**src/rtl/mdu_seq.sv**
```systemverilog
// ---------------------------------------------------------------------------
// mdu_seq -- iterative unsigned multiply / divide sequencer
//
// Performs a WIDTH x WIDTH unsigned multiply (2*WIDTH-bit product) or an
// unsigned restoring divide (quotient + remainder) in WIDTH iterations.
// All iterations go through a single shared WIDTH+1-bit adder.
//
// Ports:
//   clk      in   1      rising-edge clock
//   rst      in   1      asynchronous active-high reset
//   start    in   1      begin an operation (accepted in IDLE or DONE)
//   op       in   1      0 = MUL, 1 = DIV, sampled with start
//   x        in   WIDTH  multiplicand / dividend, sampled with start
//   y        in   WIDTH  multiplier / divisor, sampled with start
//   flush    in   1      synchronous abort; overrides start
//   busy     out  1      high while iterating
//   done     out  1      one-cycle pulse when results become valid
//   result   out  WIDTH  low product / quotient
//   result2  out  WIDTH  high product / remainder
// ---------------------------------------------------------------------------
module mdu_seq #(
   parameter int WIDTH = 32
) (
   input  logic             clk,
   input  logic             rst,
   input  logic             start,
   input  logic             op,
   input  logic [WIDTH-1:0] x,
   input  logic [WIDTH-1:0] y,
   input  logic             flush,
   output logic             busy,
   output logic             done,
   output logic [WIDTH-1:0] result,
   output logic [WIDTH-1:0] result2
);

   localparam int CW = $clog2(WIDTH) + 1;

   typedef enum logic [1:0] {
      IDLE = 2'd0,
      RUN  = 2'd1,
      DONE = 2'd2
   } state_t;

   state_t           state;
   logic [CW-1:0]    cnt;
   logic [WIDTH-1:0] hi;
   logic [WIDTH-1:0] lo;
   logic [WIDTH-1:0] opd;
   logic             op_q;

   logic [WIDTH-1:0] div_r;
   logic [WIDTH-1:0] add_a;
   logic [WIDTH-1:0] add_b;
   logic [WIDTH:0]   sum;
   logic [WIDTH-1:0] hi_nxt;
   logic [WIDTH-1:0] lo_nxt;

   // One shared adder. For DIV it computes r - opd as r + ~opd + 1, so the
   // carry out of bit WIDTH is the inverted borrow.
   always_comb begin
      div_r  = {hi[WIDTH-2:0], lo[WIDTH-1]};
      add_a  = op_q ? div_r : hi;
      add_b  = op_q ? ~opd : (lo[0] ? opd : '0);
      sum    = {1'b0, add_a} + {1'b0, add_b} + {{WIDTH{1'b0}}, op_q};
      hi_nxt = hi;
      lo_nxt = lo;
      if (op_q) begin
         if (sum[WIDTH]) begin
            hi_nxt = sum[WIDTH-1:0];
            lo_nxt = {lo[WIDTH-2:0], 1'b1};
         end else begin
            hi_nxt = div_r;
            lo_nxt = {lo[WIDTH-2:0], 1'b0};
         end
      end else begin
         {hi_nxt, lo_nxt} = {sum, lo[WIDTH-1:1]};
      end
   end

   always_ff @(posedge clk or posedge rst) begin
      if (rst) begin
         state <= IDLE;
         cnt   <= '0;
         hi    <= '0;
         lo    <= '0;
         opd   <= '0;
         op_q  <= 1'b0;
      end else begin
         case (state)
            IDLE, DONE: begin
               if (start && !flush) begin
                  op_q  <= op;
                  hi    <= '0;
                  lo    <= op ? x : y;
                  opd   <= op ? y : x;
                  cnt   <= CW'(WIDTH);
                  state <= RUN;
               end else begin
                  state <= IDLE;
               end
            end
            RUN: begin
               // Abort leaves hi/lo holding partial values; they are only
               // meaningful again after the next completed operation.
               if (flush) begin
                  state <= IDLE;
               end else begin
                  hi  <= hi_nxt;
                  lo  <= lo_nxt;
                  cnt <= cnt - CW'(1);
                  if (cnt == CW'(1)) state <= DONE;
               end
            end
            default: state <= IDLE;
         endcase
      end
   end

   // Decodes of the state register only; no path from the inputs.
   assign busy    = (state == RUN);
   assign done    = (state == DONE);
   assign result  = lo;
   assign result2 = hi;

endmodule
```
**config.mk**
```make
export PLATFORM = sky130hd
export DESIGN_NAME = mdu_seq
export DESIGN_NICKNAME = d
export VERILOG_FILES = /design/src/rtl/mdu_seq.sv
export SDC_FILE = /design/constraint.sdc
export NUM_CORES = 1
export LEC_CHECK = 0
export ABC_CLOCK_PERIOD_IN_PS = 5400
export CAP_MARGIN = 20
export CORE_ASPECT_RATIO = 0.6
export CORE_MARGIN = 2
export CORE_UTILIZATION = 32
export CTS_CLUSTER_SIZE = 12
export DETAILED_ROUTE_END_ITERATION = 8
export PLACE_DENSITY = 0.53
export SLEW_MARGIN = 20
export SYNTH_ARGS = -nofsm -noshare
export SYNTH_HDL_FRONTEND = slang
export SYNTH_SLANG_ARGS = --single-unit
```
**constraint.sdc**
```tcl
create_clock -name clk -period 5.4 [get_ports clk]
set_input_delay 1.08 -clock clk [delete_from_list [all_inputs] [get_ports clk]]
set_output_delay 1.08 -clock clk [all_outputs]
set_load 0.1 [all_outputs]
```
# Word level (Yosys, flattened, before mapping)
# Index checks and enable logic that the tools add are counted.
# word_totals
regBits,105
latch_bits,0
ram_bits,0
mem_bits_ro,0
input_bits,69
out_inout_bits,66
elab_cells,45
mem_count,0
# classes
add_sub_neg,3
n_mul,0
div_mod_pow,0
order_cmp,0
n_eq_ne,6
shift,0
mux,22
bitwise_logic,1
n_reduce_logical,7
# ops
op,count
32-bit 2-to-1 mux,12
32-bit one-hot mux with 2 select lines,2
32-bit by 32-bit adder with 33-bit output,1
33-bit by 1-bit adder with 33-bit output,1
32-bit inverter,1
6-bit 2-to-1 mux,2
6-bit one-hot mux with 2 select lines,1
6-bit by 1-bit == test with 1-bit output (second input constant),1
6-bit by 1-bit subtractor with 6-bit output (second input constant),1
2-bit 2-to-1 mux,2
2-bit != test (second input constant),2
2-bit one-hot mux with 2 select lines,1
3-bit by 2-bit != test with 1-bit output (second input constant),1
3-bit AND reduction,1
2-bit by 1-bit == test with 1-bit output (second input constant),1
2-bit == test (second input constant),1
2-bit logical NOT,1
1-bit 2-to-1 mux,2
2-bit AND reduction,1
2-bit nonzero test,1
2-bit OR reduction,1
1-bit logical AND,1
1-bit logical NOT,1

# Depth between registers and ports, before layout
# logic_depth
ltp_word,8
depth_mapped,19
depth_no_buf,17

# Worst setup path before layout
# OpenSTA, ideal clock, no wires.
# synth_path
path_kind,reg-to-reg
start,register op_q
end,"register hi[24], in the netlist result2[24]"
arrival_time_ns,4.035
slack_ns,1.241
path_stages_with_launch,15
path_buffers,3
cell_sequence,dfrtp_1 clkbuf_1 buf_1 clkbuf_1 mux2_2 fa_1 a21o_1 a221o_1 a21oi_2 o31a_2 o21ai_2 a211oi_4 mux2i_1 nor2_1 a211o_1
# synth_via
elab_chain_len,7
word_cells_on_any_way,8
cone_classes,add/sub: 2; mux: 6
# synth_rtl
element,line,text
"start, declared",50,logic op_q;
"start signal, assigned",93,op_q <= op;
32-bit 2-to-1 mux (on tied branches),"63, 64",
32-bit by 32-bit adder with 33-bit output,65,"sum = {1'b0, add_a} + {1'b0, add_b} + {{WIDTH{1'b0}}, op_q};"
33-bit by 1-bit adder with 33-bit output,65,
32-bit 2-to-1 mux,69,if (sum[WIDTH]) begin
32-bit 2-to-1 mux *,68,if (op_q) begin
32-bit 2-to-1 mux *,106,if (flush) begin
32-bit one-hot mux with 2 select lines *,90,case (state)
"end signal, assigned",109,hi <= hi_nxt;
"end, declared",47,logic [WIDTH-1:0] hi;
# Mark *: on every way between the ends. The rest lies on a longest branch, timed or not. The select of a mux whose other input is x is not followed.
# A chain may end at the register's enable or synchronous reset.

# Worst setup path in the final report
# layout_path
start,register op_q
end,"register hi[19], in the netlist result2[19]"
# Same word-level chain as after synthesis.

==> impl_metrics.prom <==
# TYPE chip_impl_metric gauge
chip_impl_metric{name="core_region_area",unit="um^2"} 25100
chip_impl_info{name="root_buffer_cell",value="sky130_fd_sc_hd__clkbuf_16"} 1
chip_impl_metric{name="fp.dieArea",unit="um^2"} 26600
chip_impl_metric{name="ctsHoldBuffers",unit=""} 0
chip_impl_metric{name="setup-tns-final",unit="ns"} 0
chip_impl_metric{name="report.final.hold_viol_count",unit=""} 0
chip_impl_info{name="cpMaxStageDelayCell",value="sky130_fd_sc_hd__buf_4"} 1
chip_impl_metric{name="drt_wl_total",unit="um"} 25000
chip_impl_metric{name="cts_made_buffers",unit=""} 9
chip_impl_metric{name="worstPathRequired",unit="ns"} 5.65
chip_impl_metric{name="die_height",unit="um"} 127
chip_impl_metric{name="areaGrowthSynthToFinish",unit="%"} 24.1
chip_impl_metric{name="start_util",unit="%"} 32.3
chip_impl_metric{name="ir_worst_vdd",unit="V"} 0.000294
chip_impl_metric{name="post-cts-setup-buffers",unit=""} 0
chip_impl_metric{name="synth.ff_latch_count",unit=""} 105
chip_impl_metric{name="achievable-frequency",unit="GHz"} 0.220
chip_impl_metric{name="synthesis.instances",unit=""} 957
chip_impl_metric{name="clk_pin_slew",unit="ns"} 0.08
chip_impl_info{name="outcome",value="complete, no violations"} 1
chip_impl_metric{name="chipWidth",unit="um"} 209
chip_impl_info{name="cp-start-kind",value="register"} 1
chip_impl_metric{name="grt_antenna_before_repair",unit=""} 0
chip_impl_metric{name="postLayoutCoreUtil",unit="%"} 40.1
chip_impl_metric{name="grt_first_pass_wirelength",unit="um"} 39300
chip_impl_metric{name="post_route_cells_drive_above_1_share",unit="%"} 10.7
chip_impl_metric{name="synthDominantCellAreaShare",unit="%"} 32.4
chip_impl_metric{name="fillerInstances",unit=""} 2570
chip_impl_metric{name="fp-row-count",unit=""} 45
chip_impl_metric{name="critPathMaxFanout",unit=""} 57
chip_impl_info{name="synthFlopType",value="sky130_fd_sc_hd__dfrtp_1"} 1
chip_impl_metric{name="clock-skew-final",unit="ns"} 0.0115
chip_impl_metric{name="register_area",unit="um^2"} 2630
chip_impl_info{name="post_synth_main_area_contributors",value="sky130_fd_sc_hd__dfrtp_1 (32%), sky130_fd_sc_hd__mux2i_1 (9.9%), sky130_fd_sc_hd__mux2_2 (8.6%), sky130_fd_sc_hd__o21ai_0 (7.6%), sky130_fd_sc_hd__nand2_1 (7.0%)"} 1
chip_impl_info{name="critical_path.startpoint",value="op_q"} 1
chip_impl_metric{name="drtAntennaViolNets",unit=""} 0
chip_impl_metric{name="p_switching",unit="uW"} 3520
chip_impl_metric{name="tritoncts_num_sinks",unit=""} 105
chip_impl_metric{name="power.sequential.fraction",unit="%"} 21.9
chip_impl_metric{name="worst-slew-pin-transition",unit="ns"} 1.05
chip_impl_metric{name="swShare",unit="%"} 56.1
chip_impl_metric{name="final.min_clock_period",unit="ns"} 4.54
chip_impl_metric{name="synth_cell_types",unit=""} 61
chip_impl_metric{name="avgViaCountPerCell",unit=""} 5.27
chip_impl_metric{name="ioPinCount",unit=""} 135
chip_impl_metric{name="synth_sequential_area_ratio",unit="%"} 32.4
chip_impl_info{name="path_delay_family",value="compound AO/OA/AOI/OAI gates"} 1
chip_impl_metric{name="dp_hpwl",unit="um"} 18600
chip_impl_metric{name="dp.cells",unit=""} 1373
chip_impl_metric{name="initialDrtViolationCount",unit=""} 553
chip_impl_metric{name="grt-ovfl-total",unit=""} 0
chip_impl_metric{name="pwr-share-comb",unit="%"} 66.9
chip_impl_info{name="path_cells",value="buf_4 -> mux2_2 -> ha_1 -> nand4_1 -> o221ai_1 -> a21oi_2 -> o31a_2 -> o21ai_2 -> a211oi_4 -> buf_12 -> o211ai_1 -> a32o_1"} 1
chip_impl_metric{name="grt_max_degree",unit=""} 67
chip_impl_metric{name="area_occupied_by_multi_input_gates",unit="um^2"} 5190
chip_impl_metric{name="instances_no_fill",unit=""} 1389
chip_impl_info{name="reg_to_reg_start",value="op_q"} 1
chip_impl_info{name="most-common-layout-cells",value="sky130_fd_sc_hd__nand2_1 (150), sky130_fd_sc_hd__clkdlybuf4s50_1 (133), sky130_fd_sc_hd__o21ai_0 (123)"} 1
chip_impl_metric{name="h-tree-depth",unit=""} 3
chip_impl_info{name="hold_crit_start",value="opd[29]"} 1
chip_impl_metric{name="first_global_vias",unit=""} 6686
chip_impl_metric{name="detailroute.via_count",unit=""} 7322
chip_impl_metric{name="power_per_cell_area",unit="nW/um^2"} 624
chip_impl_metric{name="arrival_time_at_the_worst_endpoint",unit="ns"} 4.80
chip_impl_metric{name="synth_async_sr_flop_share",unit="%"} 100
chip_impl_info{name="grt_setup_unrepaired",value="false"} 1
chip_impl_metric{name="wl_per_cell",unit="um"} 18.0
chip_impl_metric{name="drv.max_cap_violation_count",unit=""} 0
chip_impl_metric{name="p_clk_share",unit="%"} 11.2
chip_impl_metric{name="antennaDiodeCount",unit=""} 0
chip_impl_metric{name="final-setup-viol-count",unit=""} 0
chip_impl_metric{name="detail_route.first_pass.iterations",unit=""} 5
chip_impl_metric{name="drc_errors",unit=""} 0
chip_impl_info{name="setup.worst_path.end_class",value="register"} 1
chip_impl_metric{name="buffers_inverters_on_critical_path",unit=""} 2
chip_impl_metric{name="synth_enable_flop_cells",unit=""} 0
chip_impl_metric{name="per_instance_average_area_after_synthesis",unit="um^2"} 8.46
chip_impl_metric{name="internal_power",unit="uW"} 2750
chip_impl_metric{name="timing.critical_path.slowest_cell_delay",unit="ns"} 0.68
chip_impl_metric{name="power.leakage",unit="uW"} 0.00446
chip_impl_metric{name="ctsResizeCount",unit=""} 0
chip_impl_metric{name="grtUsageTotal",unit="%"} 18.8
chip_impl_metric{name="clock_latency",unit="ns"} 0.37
chip_impl_info{name="timing.setup.critical_path_class",value="reg -> reg"} 1
chip_impl_metric{name="cts-root-to-sink-buffers",unit=""} 2
chip_impl_info{name="layout_commonest_cell",value="sky130_fd_sc_hd__nand2_1"} 1
chip_impl_info{name="hold_path_class",value="reg -> reg"} 1
chip_impl_info{name="yosys.area.top_type",value="sky130_fd_sc_hd__dfrtp_1"} 1
chip_impl_metric{name="maxSlewViolCount",unit=""} 0
chip_impl_metric{name="syn-cell-area",unit="um^2"} 8100
chip_impl_metric{name="final_min_period_over_clock_period",unit="%"} 84.1
chip_impl_metric{name="yosysWarnings",unit=""} 0
chip_impl_info{name="tritoncts",value="built"} 1
chip_impl_metric{name="io_buffer_count",unit=""} 134
chip_impl_metric{name="num-nets-final",unit=""} 1160
chip_impl_metric{name="synth_nets",unit=""} 1062
chip_impl_metric{name="max-slew-margin-rel",unit="%"} 30.1
chip_impl_metric{name="finalWeightedCongestion",unit=""} 0.884
## per-stage QoR
| stage | power [uW] | cell area (um^2) | setup slack [ns] | hold WS, ns |
|---|---|---|---|---|
| 4_1_cts | 6280 | 10100 | 0.927 | 0.513 |
| 3_3_place_gp | 5560 | 9740 | 1.07 | 0.492 |
| 2_1_floorplan | 4510 | 8100 | 1.24 | 0.466 |
| 5_1_grt | 6650 | 10100 | 0.611 | 0.548 |
| 3_5_place_dp | 5550 | 9750 | 0.967 | 0.495 |
| 6_report | 6270 | 10100 | 0.857 | 0.504 |
## synthesized netlist by cell type (4+ instances only)
cell                       instances
sky130_fd_sc_hd__and3_1            9
sky130_fd_sc_hd__o21bai_1          5
sky130_fd_sc_hd__o221ai_1          4
sky130_fd_sc_hd__a221o_1           4
sky130_fd_sc_hd__clkbuf_1         45
sky130_fd_sc_hd__dfrtp_1         105
sky130_fd_sc_hd__ha_1             34
sky130_fd_sc_hd__o21ai_0         123
sky130_fd_sc_hd__mux2_2           62
sky130_fd_sc_hd__buf_1            11
sky130_fd_sc_hd__o211ai_1          5
sky130_fd_sc_hd__inv_1            12
sky130_fd_sc_hd__nor3_1            4
sky130_fd_sc_hd__nand2_1         150
sky130_fd_sc_hd__a21oi_1          65
sky130_fd_sc_hd__o21ai_1          14
sky130_fd_sc_hd__a31oi_1           6
sky130_fd_sc_hd__a22oi_1          14
sky130_fd_sc_hd__xnor2_1          16
sky130_fd_sc_hd__o31ai_1           6
sky130_fd_sc_hd__nor2_1           66
sky130_fd_sc_hd__or3_1             4
sky130_fd_sc_hd__nand2b_1          6
sky130_fd_sc_hd__a21o_1           12
sky130_fd_sc_hd__xor2_1           14
sky130_fd_sc_hd__mux2i_1          80
sky130_fd_sc_hd__nand4_1           5
sky130_fd_sc_hd__nand3_1          10
sky130_fd_sc_hd__o21a_1            6
sky130_fd_sc_hd__and2_1            6
sky130_fd_sc_hd__nor2b_1           8
## layer usage
metal / vias up / track usage (%) / routed length [um] / share of wire, %
met5: - / 0 / 0 / 0
met1: 3508 / 30.0 / 13700 / 55
met3: 14 / 3.71 / 1080 / 4.3
li1: 3637 / - / - / -
met4: 0 / 2.39 / 129 / 0.52
met2: 163 / 26.3 / 10100 / 41
## worst paths after layout
kind	end	slack, ns	cells after the start
hold reg to reg	opd[29]	0.50	2
max in group asynchronous	result[23]	3.41	3
hold / removal	opd[29]	0.50	2
min in group asynchronous	result[9]	1.08	2
setup / recovery	result2[19]	0.86	12
setup reg to reg	result2[19]	0.86	12
## tightest hold or removal path: stages (launching register included)
cell and delay [ns]:
sky130_fd_sc_hd__dfrtp_1 0.36, sky130_fd_sc_hd__nand2_1 0.05, sky130_fd_sc_hd__o21ai_0 0.06
## sequential cells by signal (all words and copies together) (netlist names)
name,flops
op_q,1
cnt,6
opd,32
result2,32
result,32
state,2
## layout make-up
cell class | count | share of cell area [%]
tap | 329 | 4.10
clock buffer | 11 | 2.42
inverter | 12 | 0.473
sequential | 105 | 26.2
clock inverter | 5 | 0.598
multi-input combinational | 777 | 51.6
timing repair buffer | 150 | 14.6
## cells by family after synthesis
family	count (synthesis)	share of synthesized area, %
AO/OA/AOI/OAI	288	21.2
XOR/XNOR	30	3.24
adder cells (fa/ha/maj)	36	5.75
buffers and inverters	75	3.85
flip-flops	105	32.4
multiplexers	142	18.5
AND/OR/NAND/NOR	281	15.0
## power by group through the flow
stage          logic [uW]  registers, uW  clock network (uW)
3_5_place_dp         4160           1390                   0
4_1_cts              4180           1380                 724
3_3_place_gp         4170           1390                   0
6_report             4190           1370                 702
2_1_floorplan        1920           2590                   0
5_1_grt              4480           1420                 751
(Power assumes the default switching activity.)
